==> config.mk <==
export PLATFORM = sky130hd
export DESIGN_NAME = field_mask_sequencer_flat
export DESIGN_NICKNAME = d
export VERILOG_FILES = /design/src/rtl/field_mask_sequencer_pkg.sv /design/src/rtl/field_mask_sequencer_if.sv /design/src/rtl/field_mask_sequencer_masker.sv /design/src/rtl/field_mask_sequencer.sv /design/src/flat_wrapper.sv
export SDC_FILE = /design/constraint.sdc
export NUM_CORES = 1
export LEC_CHECK = 0
export ABC_AREA = 0
export BUFFER_PORTS_ARGS = -buffer_cell sky130_fd_sc_hd__buf_2
export CAP_MARGIN = 10
export CORE_ASPECT_RATIO = 1.25
export CORE_MARGIN = 2
export CORE_UTILIZATION = 43
export CTS_BUF_LIST = sky130_fd_sc_hd__clkbuf_8
export DETAILED_ROUTE_END_ITERATION = 8
export PLACE_DENSITY = 0.78
export SLEW_MARGIN = 15
export SYNTH_ARGS = -nofsm -noshare
export SYNTH_HDL_FRONTEND = slang
export SYNTH_HIERARCHICAL = 1
export SYNTH_SLANG_ARGS = --single-unit
export TNS_END_PERCENT = 1
==> constraint.sdc <==
create_clock -name clk -period 1.6 [get_ports clk]
set_input_delay 0.16 -clock clk [delete_from_list [all_inputs] [get_ports clk]]
set_output_delay 0.16 -clock clk [all_outputs]
set_load 0.02 [all_outputs]
==> src/rtl/field_mask_sequencer_pkg.sv <==
// Shared types and helpers for the field-mask capture/report sequencer.
package field_mask_pkg;

  typedef enum logic [1:0] {IDLE, RUN, REPORT, DONE} state_e;

  // Upper bound on channel word width handled by field_keep.
  localparam int MAX_W = 256;

  function automatic int nfield(input int width, input int field);
    return width / field;
  endfunction

  // Keeps bit b of word when the mask bit of the field containing b is set.
  function automatic logic [MAX_W-1:0] field_keep(input logic [MAX_W-1:0] word,
                                                  input logic [MAX_W-1:0] mask,
                                                  input int field);
    logic [MAX_W-1:0] res;
    res = '0;
    for (int b = 0; b < MAX_W; b++) begin
      if (mask[b / field]) res[b] = word[b];
    end
    return res;
  endfunction

endpackage

==> src/rtl/field_mask_sequencer_if.sv <==
// Start/capture inputs and valid/ready report outputs of the sequencer.
interface field_mask_sequencer_if #(
  parameter int WIDTH  = 16,
  parameter int NCHAN  = 2,
  parameter int NFIELD = 4,
  parameter int CNT_W  = 8
);
  logic                      start;
  logic [NCHAN*WIDTH-1:0]    load_data;
  logic [NCHAN*NFIELD-1:0]   field_mask;
  logic                      out_valid;
  logic                      out_ready;
  logic [NCHAN*WIDTH-1:0]    out_raw;
  logic [NCHAN*WIDTH-1:0]    out_masked;
  logic                      done;
  logic [CNT_W-1:0]          cyc;

  modport master (
    output start, load_data, field_mask, out_ready,
    input  out_valid, out_raw, out_masked, done, cyc
  );

  modport slave (
    input  start, load_data, field_mask, out_ready,
    output out_valid, out_raw, out_masked, done, cyc
  );
endinterface

==> src/rtl/field_mask_sequencer_masker.sv <==
// Combinational per-channel field zeroing of one captured word.
module field_masker
  import field_mask_pkg::*;
#(
  parameter int WIDTH = 16,
  parameter int FIELD = 4,
  localparam int NF   = WIDTH / FIELD
) (
  input  logic [WIDTH-1:0] word_i,
  input  logic [NF-1:0]    mask_i,
  output logic [WIDTH-1:0] word_o
);
  logic [MAX_W-1:0] word_ext;
  logic [MAX_W-1:0] mask_ext;

  assign word_ext = MAX_W'(word_i);
  assign mask_ext = MAX_W'(mask_i);
  assign word_o   = WIDTH'(field_keep(word_ext, mask_ext, FIELD));

endmodule

==> src/rtl/field_mask_sequencer.sv <==
// Cycle-scheduled capture-and-report sequencer: clear, capture, report via valid/ready.
//   state  | meaning
//   IDLE   | waiting for start, cyc held at 0
//   RUN    | stepping cyc 0..REPORT_CYC; clear at 0, capture at LOAD_CYC
//   REPORT | out_valid high, cyc frozen, waiting for out_ready
//   DONE   | done high, outputs held, waiting for start
module field_mask_sequencer
  import field_mask_pkg::*;
#(
  parameter int WIDTH      = 16,
  parameter int FIELD      = 4,
  parameter int NCHAN      = 2,
  parameter int LOAD_CYC   = 2,
  parameter int REPORT_CYC = 4,
  parameter int CNT_W      = 8
) (
  input logic                   clk,
  input logic                   rst_n,
  field_mask_sequencer_if.slave bus
);
  localparam int NFIELD = nfield(WIDTH, FIELD);
  localparam logic [CNT_W-1:0] LOAD_C = CNT_W'(LOAD_CYC);
  localparam logic [CNT_W-1:0] REP_C  = CNT_W'(REPORT_CYC);

  if (FIELD <= 0 || WIDTH % FIELD != 0) begin : g_bad_field
    $error("field_mask_sequencer: WIDTH must be a multiple of FIELD");
  end
  if (WIDTH > MAX_W) begin : g_bad_width
    $error("field_mask_sequencer: WIDTH exceeds MAX_W");
  end
  if (!(LOAD_CYC < REPORT_CYC) || REPORT_CYC >= (1 << CNT_W)) begin : g_bad_cyc
    $error("field_mask_sequencer: need LOAD_CYC < REPORT_CYC < 2**CNT_W");
  end
  if (NCHAN < 1) begin : g_bad_nchan
    $error("field_mask_sequencer: NCHAN must be at least 1");
  end

  state_e                    state_q, state_d;
  logic [CNT_W-1:0]          cyc_q, cyc_d;
  logic [NCHAN*WIDTH-1:0]    data_q, data_d;
  logic [NCHAN*NFIELD-1:0]   mask_q, mask_d;
  logic                      valid_q, valid_d;
  logic                      done_q, done_d;

  always_comb begin
    state_d = state_q;
    cyc_d   = cyc_q;
    data_d  = data_q;
    mask_d  = mask_q;
    valid_d = valid_q;
    done_d  = done_q;
    case (state_q)
      IDLE: begin
        cyc_d = '0;
        if (bus.start) state_d = RUN;
      end
      RUN: begin
        // Later matches override earlier ones, so capture wins if LOAD_CYC is 0.
        if (cyc_q == '0) begin
          data_d = '0;
          mask_d = '0;
        end
        if (cyc_q == LOAD_C) begin
          data_d = bus.load_data;
          mask_d = bus.field_mask;
        end
        if (cyc_q == REP_C) begin
          state_d = REPORT;
          valid_d = 1'b1;
        end else begin
          cyc_d = cyc_q + CNT_W'(1);
        end
      end
      REPORT: begin
        if (bus.out_ready) begin
          valid_d = 1'b0;
          done_d  = 1'b1;
          state_d = DONE;
        end
      end
      DONE: begin
        if (bus.start) begin
          state_d = RUN;
          cyc_d   = '0;
          done_d  = 1'b0;
        end
      end
      default: state_d = IDLE;
    endcase
  end

  always_ff @(posedge clk or negedge rst_n) begin
    if (!rst_n) begin
      state_q <= IDLE;
      cyc_q   <= '0;
      data_q  <= '0;
      mask_q  <= '0;
      valid_q <= 1'b0;
      done_q  <= 1'b0;
    end else begin
      state_q <= state_d;
      cyc_q   <= cyc_d;
      data_q  <= data_d;
      mask_q  <= mask_d;
      valid_q <= valid_d;
      done_q  <= done_d;
    end
  end

  for (genvar c = 0; c < NCHAN; c++) begin : g_chan
    field_masker #(.WIDTH(WIDTH), .FIELD(FIELD)) u_masker (
      .word_i (data_q[c*WIDTH +: WIDTH]),
      .mask_i (mask_q[c*NFIELD +: NFIELD]),
      .word_o (bus.out_masked[c*WIDTH +: WIDTH])
    );
  end

  assign bus.out_raw   = data_q;
  assign bus.out_valid = valid_q;
  assign bus.done      = done_q;
  assign bus.cyc       = cyc_q;

endmodule

==> src/flat_wrapper.sv <==
// flat-port wrapper written by rule: the top's interface ports become plain ports
module field_mask_sequencer_flat import field_mask_pkg::*;
#(
  parameter int WIDTH      = 16,
  parameter int FIELD      = 4,
  parameter int NCHAN      = 2,
  parameter int LOAD_CYC   = 2,
  parameter int REPORT_CYC = 4,
  parameter int CNT_W      = 8
)
  (clk, rst_n, bus_start, bus_load_data, bus_field_mask, bus_out_ready, bus_out_valid, bus_out_raw, bus_out_masked, bus_done, bus_cyc);
  field_mask_sequencer_if #(.WIDTH(WIDTH), .NCHAN(NCHAN), .NFIELD((WIDTH / FIELD)), .CNT_W(CNT_W)) bus_i ();
  input logic clk;
  input logic rst_n;
  input wire logic [$bits(bus_i.start)-1:0] bus_start;
  input wire logic [$bits(bus_i.load_data)-1:0] bus_load_data;
  input wire logic [$bits(bus_i.field_mask)-1:0] bus_field_mask;
  input wire logic [$bits(bus_i.out_ready)-1:0] bus_out_ready;
  output wire logic [$bits(bus_i.out_valid)-1:0] bus_out_valid;
  output wire logic [$bits(bus_i.out_raw)-1:0] bus_out_raw;
  output wire logic [$bits(bus_i.out_masked)-1:0] bus_out_masked;
  output wire logic [$bits(bus_i.done)-1:0] bus_done;
  output wire logic [$bits(bus_i.cyc)-1:0] bus_cyc;
  assign bus_i.start = bus_start;
  assign bus_i.load_data = bus_load_data;
  assign bus_i.field_mask = bus_field_mask;
  assign bus_i.out_ready = bus_out_ready;
  assign bus_out_valid = bus_i.out_valid;
  assign bus_out_raw = bus_i.out_raw;
  assign bus_out_masked = bus_i.out_masked;
  assign bus_done = bus_i.done;
  assign bus_cyc = bus_i.cyc;
  field_mask_sequencer #(.WIDTH(WIDTH), .FIELD(FIELD), .NCHAN(NCHAN), .LOAD_CYC(LOAD_CYC), .REPORT_CYC(REPORT_CYC), .CNT_W(CNT_W)) u_core (.clk(clk), .rst_n(rst_n), .bus(bus_i));
endmodule
# Yosys cells after proc, flatten, opt, wreduce, memory -nomap -nowiden

Cells that the tools add are included.

Register bits after elaboration: 52
Output and inout bits: 74
Bits of input ports: 44

Add/sub/neg operators: 1
Muxes and demuxes: 49
Equality and inequality tests: 10
Reduce and logical (&&, ||, !) cells: 12

Operators with widths:

| kind                                                  | count |
|---|---|
| two-way mux 32 bit                                    | 2 |
| two-way mux 1 bit                                     | 36 |
| two-way mux 8 bit                                     | 4 |
| one-hot mux 8 bit (3 select lines)                    | 1 |
| AND reduction 3 bit                                   | 4 |
| adder 8 x 1 -> 8 bit, second input constant           | 1 |
| equality test 8 x 2 -> 1 bit, second input constant   | 1 |
| equality test 8 x 3 -> 1 bit, second input constant   | 1 |
| logical NOT 8 bit                                     | 1 |
| two-way mux 2 bit                                     | 3 |
| inequality test 2 bit, second input constant          | 3 |
| one-hot mux 2 bit (3 select lines)                    | 1 |
| nonzero test 2 bit                                    | 3 |
| equality test 2 bit, second input constant            | 2 |
| inequality test 2 x 1 -> 1 bit, second input constant | 2 |
| one-hot mux 1 bit (2 select lines)                    | 2 |
| nonzero test 3 bit                                    | 1 |
| equality test 2 x 1 -> 1 bit, second input constant   | 1 |
| logical NOT 2 bit                                     | 1 |
| AND reduction 2 bit                                   | 1 |
| OR reduction 2 bit                                    | 1 |

# Longest topological paths before layout

Depth in word-level cells: 4
Depth in mapped cells: 8

# Hierarchy

The synthesis kept the hierarchy.

Modules (own cells, without submodules):

| module               | area each (um2) | cells an instance | instances | seq. area each (um2) |
|---|---|---|---|---|
| field_mask_sequencer | 2260.9          | 173               | 1         | 1301.2 |
| field_masker         | 100.1           | 16                | 2         | 0.0 |

# Least setup slack after synthesis

Ideal clock, no wire load.

Path kind: reg-to-reg
Start point: reg u_core.cyc_q[4] (netlist: u_core/bus.cyc[4])
End point: reg u_core.data_q[0] (netlist: u_core/bus.out_raw[0])
Setup time: 0.121 ns
Buffers on the path: 2
Stages on the path, launching flop included: 7
Slack: -0.240 ns
Clock period less this slack: 1.840 ns
Arrival time: 1.719 ns
Data required time: 1.479 ns
Cell sequence: dfrtp_1 or3_1 buf_6 nor4_4 o21ai_2 buf_6 a22o_1

Cells in the longest elaborated chain, start to end: 3

RTL lines:

| what                                                                     | line                                                   | RTL |
|---|---|---|
| start, declared                                                          | field_mask_sequencer.sv:39                             | `logic [CNT_W-1:0] cyc_q, cyc_d;` |
| start signal, assigned                                                   | field_mask_sequencer.sv:102                            | `cyc_q <= cyc_d;` |
| equality test 8 x 2 -> 1 bit / logical NOT 8 bit (equally long branches) | field_mask_sequencer.sv:63, field_mask_sequencer.sv:59 |  |
| nonzero test 2 bit (no line)                                             | n/a                                                    |  |
| AND reduction 2 bit (no line)                                            | n/a                                                    |  |
| end signal, assigned                                                     | field_mask_sequencer.sv:103                            | `data_q <= data_d;` |
| end, declared                                                            | field_mask_sequencer.sv:40                             | `logic [NCHAN*WIDTH-1:0] data_q, data_d;` |

Parallel ways exist; a longest one is shown, timed or not.
A chain may end at the register's enable or synchronous reset.

# Final worst setup path

Start point: reg u_core.state_q[0]
End point: reg u_core.cyc_q[6] (netlist: u_core/bus.cyc[6])

Cells in the longest elaborated chain, start to end: 3

RTL lines:

| what                                                                         | line                        | RTL |
|---|---|---|
| start, declared                                                              | field_mask_sequencer.sv:38  | `state_e state_q, state_d;` |
| start signal, assigned                                                       | field_mask_sequencer.sv:101 | `state_q <= state_d;` |
| equality test 2 x 1 -> 1 bit (tied with other cells)                         | field_mask_sequencer.sv:52  | `case (state_q)` |
| inequality test 2 bit (no line) / nonzero test 3 bit (equally long branches) | n/a                         |  |
| AND reduction 3 bit (no line)                                                | n/a                         |  |

Parallel ways exist; a longest one is shown, timed or not.

==> results.toml <==
[outcome]
outcome = "complete, but fails checks"
violations = "negative setup slack"

[sta]
fmax_mhz = 590
hold_viol_final = 0
finalMaxSlewViolations = 0
rsz0062_at_grt = "true"
finalCritPeriodShare = 1.06
setup_viol = 48
worst_slack_ps = -93.6
skew_ps = 7.28
slew_headroom = 0.796
worst-slew-pin-transition_ps = 305
fin_crit_ps = 1690

[worst_setup_path]
worstReg2RegEnd = "u_core/bus.cyc[6]"
cp.arrival_ps = 1900
worstRegToRegCells = 6
end_kind = "flip-flop"
rrSetupSlack_ps = -90
crit_required_ps = 1800
critical_path.startpoint_type = "flip-flop"
r2r-start = "u_core/state_q[0]"
crit_fanout = 3
crit_type = "reg2reg"

[finish]
antenna_cells = 0
num-fill-cells = 450
final_layout_size_suffix_gt1_frac = 0.494
final_cells = 414
nets = 400
area_growth_pct = 39.8

[min_path]
hold_path_class = "in2reg"
min_to = "u_core/mask_q[1]"
worstHoldPathCells = 2
min_from = "bus_field_mask[1]"

[synthesis]
yosysWarningCount = 6
syn_nets = 256
yosysTopAreaCell = "dfrtp_1"
synth.area.top_cells = "dfrtp_1 (53%), a22o_1 (15%), and2_1 (8.4%)"
ys_types = 30
postSynthCellCount = 205
ys_seq_area_frac = 0.529
syn_area_per_cell_um2 = 12.0
synth_area_um2 = 2460
synthDominantCellAreaShare = 0.529
ys_seq_elements = 52

[placed_design]
port_buffers = 117
dp_hpwl_mm = 4.37
placed_cells = 404
gp_congestion = 0.753

[drt]
routed_via_density = 5.18
route.detailed.drc = 0
firstDrtPassIters = 4
ant_nets = 0
drtIter0Drc = 173
vias = 2145
wire_per_inst_um = 14.5
wirelength_mm = 6.02

[clock_tree]
clkTransAtPathRegs_ps = 90
cts_buffer_depth = 2
cts_inserted_buffers = 5
clock_insertion_delay_worst_skew_ps = 300
cts-root-buf = "clkbuf_8"
cts.sinks = 52
cts_tree = "done"
h-tree-depth = 2

[global_routing]
gr-usage-met2 = 0.330
top_usage_layer = "met2"
grt_start_max_net_pins = 53
grt_pass1_wl_mm = 9.85
antenna_found_initial = 0
grtUsageMet1 = 0.254
grt_pass1_vias = 2045
track_usage = 0.195
use_met3 = 0.0444
overflow = 0

[power]
power_mw = 5.80
p_leak_nw = 1.90
ir_drop_v = 0.000819
p_per_area_nw_per_um2 = 1690

[floorplanning]
die_area_um2 = 6350
start_util = 0.449
row_count = 30
die_w_um = 71.7
coreArea_um2 = 5480
ios = 118
fp.dieH_um = 88.6

[job]
drv_cap = 0
-- per-layer routing --
metal | up-vias | part of all wire
met3 | 8 | 0.076
li1 | 1027 | -
met5 | - | 0
met4 | 0 | 0.011
met2 | 89 | 0.51
met1 | 1021 | 0.41
-- state kept, by name, summed over array words and instances (netlist names) --
register and count:
u_core/bus.cyc 8, u_core/bus.out_raw 32, u_core/mask_q 8, u_core/bus.out_valid 1
u_core/state_q 2, u_core/bus.done 1
-- how the worst max path moves through the flow --
stage	start	end	slack [ps]	cells past startpoint
after floorplan	u_core/bus.cyc[4]	u_core/bus.out_raw[0]	-130	6
after global placement	u_core/bus.cyc[4]	u_core/bus.cyc[4]	-110	6
after detailed placement	u_core/bus.cyc[4]	u_core/bus.cyc[4]	-110	6
after CTS	u_core/bus.cyc[4]	u_core/bus.cyc[4]	-70	6
after global routing	u_core/bus.cyc[4]	u_core/bus.out_raw[13]	-160	5
final	u_core/state_q[0]	u_core/bus.cyc[6]	-90	6
-- cell usage after synthesis --
library cell and count:
or2_2 2, o311ai_4 1, buf_8 4, clkbuf_1 1
mux2i_1 2, nand2b_1 4, a21oi_1 3, nand2_1 10
nor2_1 1, and3_1 1, o22ai_1 1, o21ai_0 8
o31ai_1 4, o21ai_1 1, a22o_1 41, nor2b_1 1
nor4_4 1, o21ai_2 1, inv_1 7, or3_1 3
nand4bb_1 1, o21a_1 1, dfrtp_1 52, nand3_1 5
and2_1 33, buf_6 6, ha_1 7, o211ai_1 1
o311ai_0 1, a31oi_1 1
-- critical path, cell delays in order (launching register included) --
cell      delay, ps
dfrtp_2         450
buf_4           150
ha_1            200
nand2b_1        100
o211ai_1        150
or2_2           340
o31ai_1         210
-- repair_timing --
action                                 CTS  global route
setup buffers                            1             0
resized for setup                        9             8
setup endpoints to repair               51            51
endpoints found under the hold margin   52             0
hold buffers                             1             0
pin swaps                                1             1
-- logic make-up (layout without fill, tap and decap cells) --
| kind of cell | count (synthesis) | count (layout) | synth area share |
|---|---|---|---|
| AOI/OAI and AO/OA | 64 | 64 | 0.211 |
| buffers and inverters | 18 | 163 | 0.0641 |
| muxes | 2 | 2 | 0.00813 |
| and+or+nand+nor | 62 | 62 | 0.152 |
| adders and majority gates | 7 | 7 | 0.0356 |
| DFF | 52 | 52 | 0.529 |
-- cell usage in the layout, fill, tap and decap left out, types with 2 or more instances in the layout --
| master | n |
|---|---|
| clkbuf_8 | 5 |
| or3_1 | 2 |
| or2_2 | 2 |
| dfrtp_2 | 5 |
| nand3_1 | 5 |
| nand2b_1 | 3 |
| buf_4 | 25 |
| a22o_1 | 41 |
| and2_1 | 32 |
| dfrtp_1 | 47 |
| nand2_1 | 10 |
| buf_6 | 2 |
| buf_2 | 117 |
| o21ai_0 | 6 |
| inv_1 | 7 |
| mux2i_1 | 2 |
| ha_4 | 2 |
| a21oi_1 | 3 |
| o31ai_1 | 4 |
| buf_12 | 3 |
| o21ai_1 | 2 |
| ha_1 | 5 |
-- where the power goes --
part	switching, mW	internal [mW]	total, mW	leakage (nW)
Clock	0.425	0.306	0.731	0.0455
Combinational	1.54	1.36	2.90	1.16
Sequential	0.386	1.79	2.17	0.699
Total	2.35	3.45	5.80	1.90
-- through the flow --
stage | TNS (ps) | utilization | hold slack [ps] | area (µm²) | worst slack (ps)
CTS | -2680 | 0.622 | 56.1 | 3410 | -72.3
global route | -6910 | 0.628 | 60.9 | 3440 | -164
global placement | -3120 | 0.595 | 174 | 3260 | -105
detailed placement | -4590 | 0.595 | 179 | 3260 | -111
finish | -2780 | 0.628 | 68.0 | 3440 | -93.6
floorplan | -5950 | - | -136 | 2470 | -132
-- final cells by class --
class,instances,area (µm²),share of cell area
sequential,52,1310,0.380
multi-input combinational,135,1070,0.312
timing repair buffer,148,866,0.252
tap,64,80.1,0.0233
clock buffer,5,68.8,0.0200
inverter,7,26.3,0.00764
clock inverter,3,20.0,0.00582
(Power assumes the default switching activity.)
